**config.mk**
```make
export PLATFORM = sky130hd
export DESIGN_NAME = ps2_joypad_decoder
export DESIGN_NICKNAME = d
export VERILOG_FILES = /design/src/rtl/ps2_joypad_decoder_pkg.sv /design/src/rtl/ps2_joypad_decoder_ps2_rx.sv /design/src/rtl/ps2_joypad_decoder.sv
export SDC_FILE = /design/constraint.sdc
export NUM_CORES = 1
export LEC_CHECK = 0
export BUFFER_PORTS_ARGS = -buffer_cell sky130_fd_sc_hd__buf_2
export CAP_MARGIN = 30
export CORE_MARGIN = 2
export CORE_UTILIZATION = 47
export CTS_CLUSTER_DIAMETER = 50
export DETAILED_ROUTE_END_ITERATION = 10
export GPL_TIMING_DRIVEN = 0
export SLEW_MARGIN = 20
export SYNTH_ARGS = -nofsm -noshare
export SYNTH_HDL_FRONTEND = slang
export SYNTH_SLANG_ARGS = --single-unit
```
**constraint.sdc**
```tcl
create_clock -name clk -period 4.6 [get_ports clk]
set_input_delay 1.38 -clock clk [delete_from_list [all_inputs] [get_ports clk]]
set_output_delay 1.38 -clock clk [all_outputs]
set_load 0.02 [all_outputs]
```
**src/rtl/ps2_joypad_decoder_pkg.sv**
```systemverilog
// ============================================================================
// ps2_joypad_decoder_pkg : NES joypad button indices, PS/2 scan codes, rx FSM
// Revision 1.0
// ============================================================================
`default_nettype none

package ps2_joypad_decoder_pkg;

  typedef enum logic [1:0] {
    ST_IDLE   = 2'd0,
    ST_DATA   = 2'd1,
    ST_PARITY = 2'd2,
    ST_STOP   = 2'd3
  } rx_state_t;

  localparam logic [7:0] SC_EXT    = 8'hE0;
  localparam logic [7:0] SC_BRK    = 8'hF0;
  localparam logic [7:0] SC_A      = 8'h22;
  localparam logic [7:0] SC_B      = 8'h1A;
  localparam logic [7:0] SC_SELECT = 8'h59;
  localparam logic [7:0] SC_START  = 8'h5A;
  localparam logic [7:0] SC_UP     = 8'h75;
  localparam logic [7:0] SC_DOWN   = 8'h72;
  localparam logic [7:0] SC_LEFT   = 8'h6B;
  localparam logic [7:0] SC_RIGHT  = 8'h74;

  localparam int BTN_A      = 0;
  localparam int BTN_B      = 1;
  localparam int BTN_SELECT = 2;
  localparam int BTN_START  = 3;
  localparam int BTN_UP     = 4;
  localparam int BTN_DOWN   = 5;
  localparam int BTN_LEFT   = 6;
  localparam int BTN_RIGHT  = 7;

  // Arrow codes without E0 come from the keypad and must map to nothing.
  function automatic logic [7:0] button_mask(input logic [7:0] code, input logic ext);
    logic [7:0] mask;
    mask = 8'h00;
    case (code)
      SC_A:      if (!ext) mask[BTN_A] = 1'b1;
      SC_B:      if (!ext) mask[BTN_B] = 1'b1;
      SC_SELECT: if (!ext) mask[BTN_SELECT] = 1'b1;
      SC_START:  mask[BTN_START] = 1'b1;
      SC_UP:     if (ext) mask[BTN_UP] = 1'b1;
      SC_DOWN:   if (ext) mask[BTN_DOWN] = 1'b1;
      SC_LEFT:   if (ext) mask[BTN_LEFT] = 1'b1;
      SC_RIGHT:  if (ext) mask[BTN_RIGHT] = 1'b1;
      default:   mask = 8'h00;
    endcase
    return mask;
  endfunction

endpackage

`default_nettype wire

```
**src/rtl/ps2_joypad_decoder_ps2_rx.sv**
```systemverilog
// ============================================================================
// ps2_rx : synchronised PS/2 frame receiver with parity check and timeout
// Revision 1.0
// ============================================================================
`default_nettype none

module ps2_rx
  import ps2_joypad_decoder_pkg::*;
#(
  parameter int TIMEOUT_CYCLES = 50000
) (
  input  logic       clk,
  input  logic       reset_n,
  input  logic       ps2_clk,
  input  logic       ps2_data,
  output logic       byte_done,
  output logic [7:0] byte_data,
  output logic       scan_valid,
  output logic [7:0] scan_byte,
  output logic       frame_err
);

  localparam int TW = (TIMEOUT_CYCLES > 1) ? $clog2(TIMEOUT_CYCLES) : 1;
  localparam logic [TW-1:0] T_LAST = TW'(TIMEOUT_CYCLES - 1);

  rx_state_t     state;
  logic [1:0]    clk_sync;
  logic [1:0]    data_sync;
  logic          clk_prev;
  logic [7:0]    shift_reg;
  logic [2:0]    bit_cnt;
  logic          parity_ok;
  logic [TW-1:0] tcnt;
  logic          fall;
  logic          bit_in;

  assign fall      = clk_prev & ~clk_sync[1];
  assign bit_in    = data_sync[1];
  assign byte_done = fall && (state == ST_STOP) && bit_in && parity_ok;
  assign byte_data = shift_reg;

  always_ff @(posedge clk or negedge reset_n) begin
    if (!reset_n) begin
      state      <= ST_IDLE;
      clk_sync   <= 2'b00;
      data_sync  <= 2'b00;
      clk_prev   <= 1'b0;
      shift_reg  <= 8'h00;
      bit_cnt    <= 3'd0;
      parity_ok  <= 1'b0;
      tcnt       <= '0;
      scan_valid <= 1'b0;
      scan_byte  <= 8'h00;
      frame_err  <= 1'b0;
    end else begin
      clk_sync   <= {clk_sync[0], ps2_clk};
      data_sync  <= {data_sync[0], ps2_data};
      clk_prev   <= clk_sync[1];
      scan_valid <= 1'b0;
      frame_err  <= 1'b0;

      if ((state != ST_IDLE) && !fall) begin
        if (tcnt == T_LAST) begin
          state     <= ST_IDLE;
          shift_reg <= 8'h00;
          bit_cnt   <= 3'd0;
          tcnt      <= '0;
          frame_err <= 1'b1;
        end else begin
          tcnt <= tcnt + 1'b1;
        end
      end else begin
        tcnt <= '0;
      end

      if (fall) begin
        case (state)
          ST_IDLE: begin
            bit_cnt <= 3'd0;
            if (!bit_in) state <= ST_DATA;
            else         frame_err <= 1'b1;
          end
          ST_DATA: begin
            shift_reg <= {bit_in, shift_reg[7:1]};
            bit_cnt   <= bit_cnt + 3'd1;
            if (bit_cnt == 3'd7) state <= ST_PARITY;
          end
          ST_PARITY: begin
            parity_ok <= ^{bit_in, shift_reg};
            state     <= ST_STOP;
          end
          ST_STOP: begin
            if (bit_in && parity_ok) begin
              scan_valid <= 1'b1;
              scan_byte  <= shift_reg;
            end else begin
              frame_err <= 1'b1;
            end
            state <= ST_IDLE;
          end
          default: state <= ST_IDLE;
        endcase
      end
    end
  end

endmodule

`default_nettype wire

```
**src/rtl/ps2_joypad_decoder.sv**
```systemverilog
// ============================================================================
// ps2_joypad_decoder : PS/2 keyboard to NES joypad button mask
// Revision 1.0
// ============================================================================
`default_nettype none

module ps2_joypad_decoder
  import ps2_joypad_decoder_pkg::*;
#(
  parameter int TIMEOUT_CYCLES = 50000
) (
  input  logic       clk,
  input  logic       reset_n,
  input  logic       ps2_clk,
  input  logic       ps2_data,
  output logic [7:0] keycodes,
  output logic       scan_valid,
  output logic [7:0] scan_byte,
  output logic       frame_err
);

  logic       byte_done;
  logic [7:0] byte_data;
  logic       ext_flag;
  logic       brk_flag;
  logic [7:0] mask;

  ps2_rx #(
    .TIMEOUT_CYCLES(TIMEOUT_CYCLES)
  ) u_rx (
    .clk       (clk),
    .reset_n   (reset_n),
    .ps2_clk   (ps2_clk),
    .ps2_data  (ps2_data),
    .byte_done (byte_done),
    .byte_data (byte_data),
    .scan_valid(scan_valid),
    .scan_byte (scan_byte),
    .frame_err (frame_err)
  );

  assign mask = button_mask(byte_data, ext_flag);

  // Decoding on byte_done lands keycodes on the same edge that raises scan_valid.
  always_ff @(posedge clk or negedge reset_n) begin
    if (!reset_n) begin
      keycodes <= 8'h00;
      ext_flag <= 1'b0;
      brk_flag <= 1'b0;
    end else if (byte_done) begin
      if (byte_data == SC_EXT) begin
        ext_flag <= 1'b1;
      end else if (byte_data == SC_BRK) begin
        brk_flag <= 1'b1;
      end else begin
        ext_flag <= 1'b0;
        brk_flag <= 1'b0;
        keycodes <= brk_flag ? (keycodes & ~mask) : (keycodes | mask);
      end
    end
  end

endmodule

`default_nettype wire

```
==> out/qor.txt <==
Crit path max fanout: 2
Final Cycle Share: 48.57%
WL final: 4918 um
Layout Utilization: 54.73%
Starting density of the core: 49.31%
Finished Layout Cells: 364
First-pass GRT wire length: 8694 um
Final Hold Fails: 0
Worst slew margin: 53.79%
Die Y-Extent: 80.70 um
Post-cts sizing count: 0
RSZ-0062 raised after global routing: no
Vias in the first global route: 1836
Hold_ws: 355.0 ps
Worst Setup End Kind: output pin
Met2 Use GR: 28.17%
R2r endpoint: u_rx.state[1]
Net count after synthesis: 288
Synth cell count leaders: 55 x dfrtp_1, 32 x nand2_1, 21 x inv_1
Nets: 316
TNS Setup: 0 ps
Dpl cells: 357
Count leader, synth: dfrtp_1
Critical path data required time: 3220 ps
FF+latch area: 1376 um^2
EDFF count, synth: 0
Register-to-register setup slack: 2420 ps
Yosys cell types: 42
Largest net degree at the start of global routing: 56
Critical path's largest stage delay: 390 ps
Synthesized area: 2765 um^2
Via Count: 1882
Post-synthesis register bit count: 55
Pre-CTS setup slack: 2423 ps
DRT Pass-1 Iters: 4
Synthesis-to-layout area growth: 11.00%
Syn_area_per_cell: 10.47 um^2
Synth top area share: 49.77%
Worst path cell trace: buf_2
DRC viols: 0
Remaining global-route overflow: 0
Met1 GRT Util: 22.92%
Core footprint: 5608 um^2
Max Cap Viol: 0
CTS tree: yes
Total Routing Usage GR: 17.40%
DR iter-0 viols: 79
Crit path arrival time: 850 ps
CP Class: reg -> out
Multi-input logic area: 1267 um^2
Antenna cells: 0
Finish-stage setup viols: 0
FP Rows: 27
GR peak layer: met2
Chip width: 80.70 um
H-tree lvl count: 2
Kind of cell adding the most delay to the critical path: flip-flops
Synth top area cells: dfrtp_1 50%, ha_1 9.0%, xnor2_1 5.4%, nand2_1 4.3%, o22ai_2 4.1%
Top Ports: 22
Syn. warnings: 0
Critical path depth: 1
Initial antenna violation count: 0
Filler Cell Count: 524
Fin area: 3069 um^2
Clock edge transition at the registers on the reported setup and hold paths: 90 ps
Post-CTS setup buffer count: 0
FFs w/ async S/R, synth: 100.0%
Die area: 6512 um^2
Minimum clock period: 2234 ps
Reg2Reg Launch Point: u_rx.tcnt[10]
PwrDens: 435.4 nW/um^2
Bufs and invs on worst path: 1
Met3 Track Usage GR: 4.157%
Largest area contributor in the netlist: dfrtp_1
Placed Area: 2963 um^2
Slew Viols, Final: 0
Via-to-Cell Ratio: 5.170
Path depth of the worst reg2reg path: 5
Pwr Total: 1.336 mW
CTS root buf: clkbuf_8
Clk_skew: 9.452 ps
Status: complete, no violations
ANT nets after route: 0
# port buffers: 21
Gpl congestion: 0.7980
Max Root-Sink Buffers: 2
CP Launch Type: register
Hold crit path type: reg -> reg
Cells after Synth: 264
Routed length per instance: 13.51 um
Synth Flop Type: dfrtp_1
Hold-fix buffers, CTS: 0
Setup crit end: keycodes[3]
CP max stage cell: dfrtp_1
Sequential area share after synthesis: 49.77%
Clk_lat worst skew: 300 ps
Clock Sinks: 55
Worst slew pin tran: 693.2 ps
Post-DP HPWL: 3538 um
Num CTS Buffers: 5
PnR worst setup slack: 2366 ps
FMAX: 447.6 MHz
Maximum vdd drop: 0.0002017 V
Share of layout cells above drive strength 1: 15.41%
LEAKAGE: 1.369 nW
cell usage in the layout (no fill, tap or decap), drive strengths merged, types with 2 or more instances in the layout:
master   n
o21ai   15
a32o     2
nand4b   2
nand2   32
o22ai    9
nor4     4
buf     24
ha      20
dfrtp   55
nor2b    4
or2      3
clkbuf  11
xnor2   17
o31ai    3
mux2i    6
and3     2
a21oi    2
nor2    19
inv     21
nor3     9
nand4    6
o32ai    2
nand3    9
worst min-delay path by stage:
stage	from	end	cells past startpoint
after detailed placement	u_rx.data_sync[0]	u_rx.data_sync[1]	0
after floorplan	u_rx.clk_sync[0]	u_rx.clk_sync[1]	0
after CTS	u_rx.data_sync[0]	u_rx.data_sync[1]	0
after global routing	u_rx.data_sync[0]	u_rx.data_sync[1]	0
final	u_rx.data_sync[0]	u_rx.data_sync[1]	0
after global placement	u_rx.data_sync[0]	u_rx.data_sync[1]	0
where the power goes:
group | switching (mW) | internal [mW]
sequential | 0.0563 | 0.543
clock | 0.154 | 0.159
combinational | 0.244 | 0.180
total | 0.454 | 0.882
worst reg2reg max path, stage by stage, from the launching register on:
cell and delay, ps:
dfrtp_1 430, or4b_1 510, or4_4 560, nor3_4 250, buf_6 220, o32ai_2 80
logic make-up (layout without fill, tap and decap cells):
logic type                 count (synthesis)  count (layout)  share of synthesized area [%]
muxes                                      7               7                          2.579
DFF                                       55              55                          49.77
adders and majority gates                 20              20                          9.050
buffers and inverters                     30              58                          4.389
AOI/OAI and AO/OA                         37              37                          10.68
and+or+nand+nor                           97              97                          17.83
xor gates and xnor gates                  18              18                          5.701
area by class of cell:
cell class,count,share of cell area [%]
plain buffers,9,1.386
clock buffers,5,2.242
clock inverters,2,1.223
inverters,21,2.568
multi-input cells,179,41.30
flip-flops and latches,55,44.84
well taps,72,2.935
repair buffers,21,3.506
per-layer routing:
layer | routed length, um | vias up
met1 | 2390 | 883
met3 | 160 | 10
met5 | 0 | -
met2 | 2266 | 28
met4 | 102 | 0
li1 | - | 961
Power figures use the tool's default switching activity.
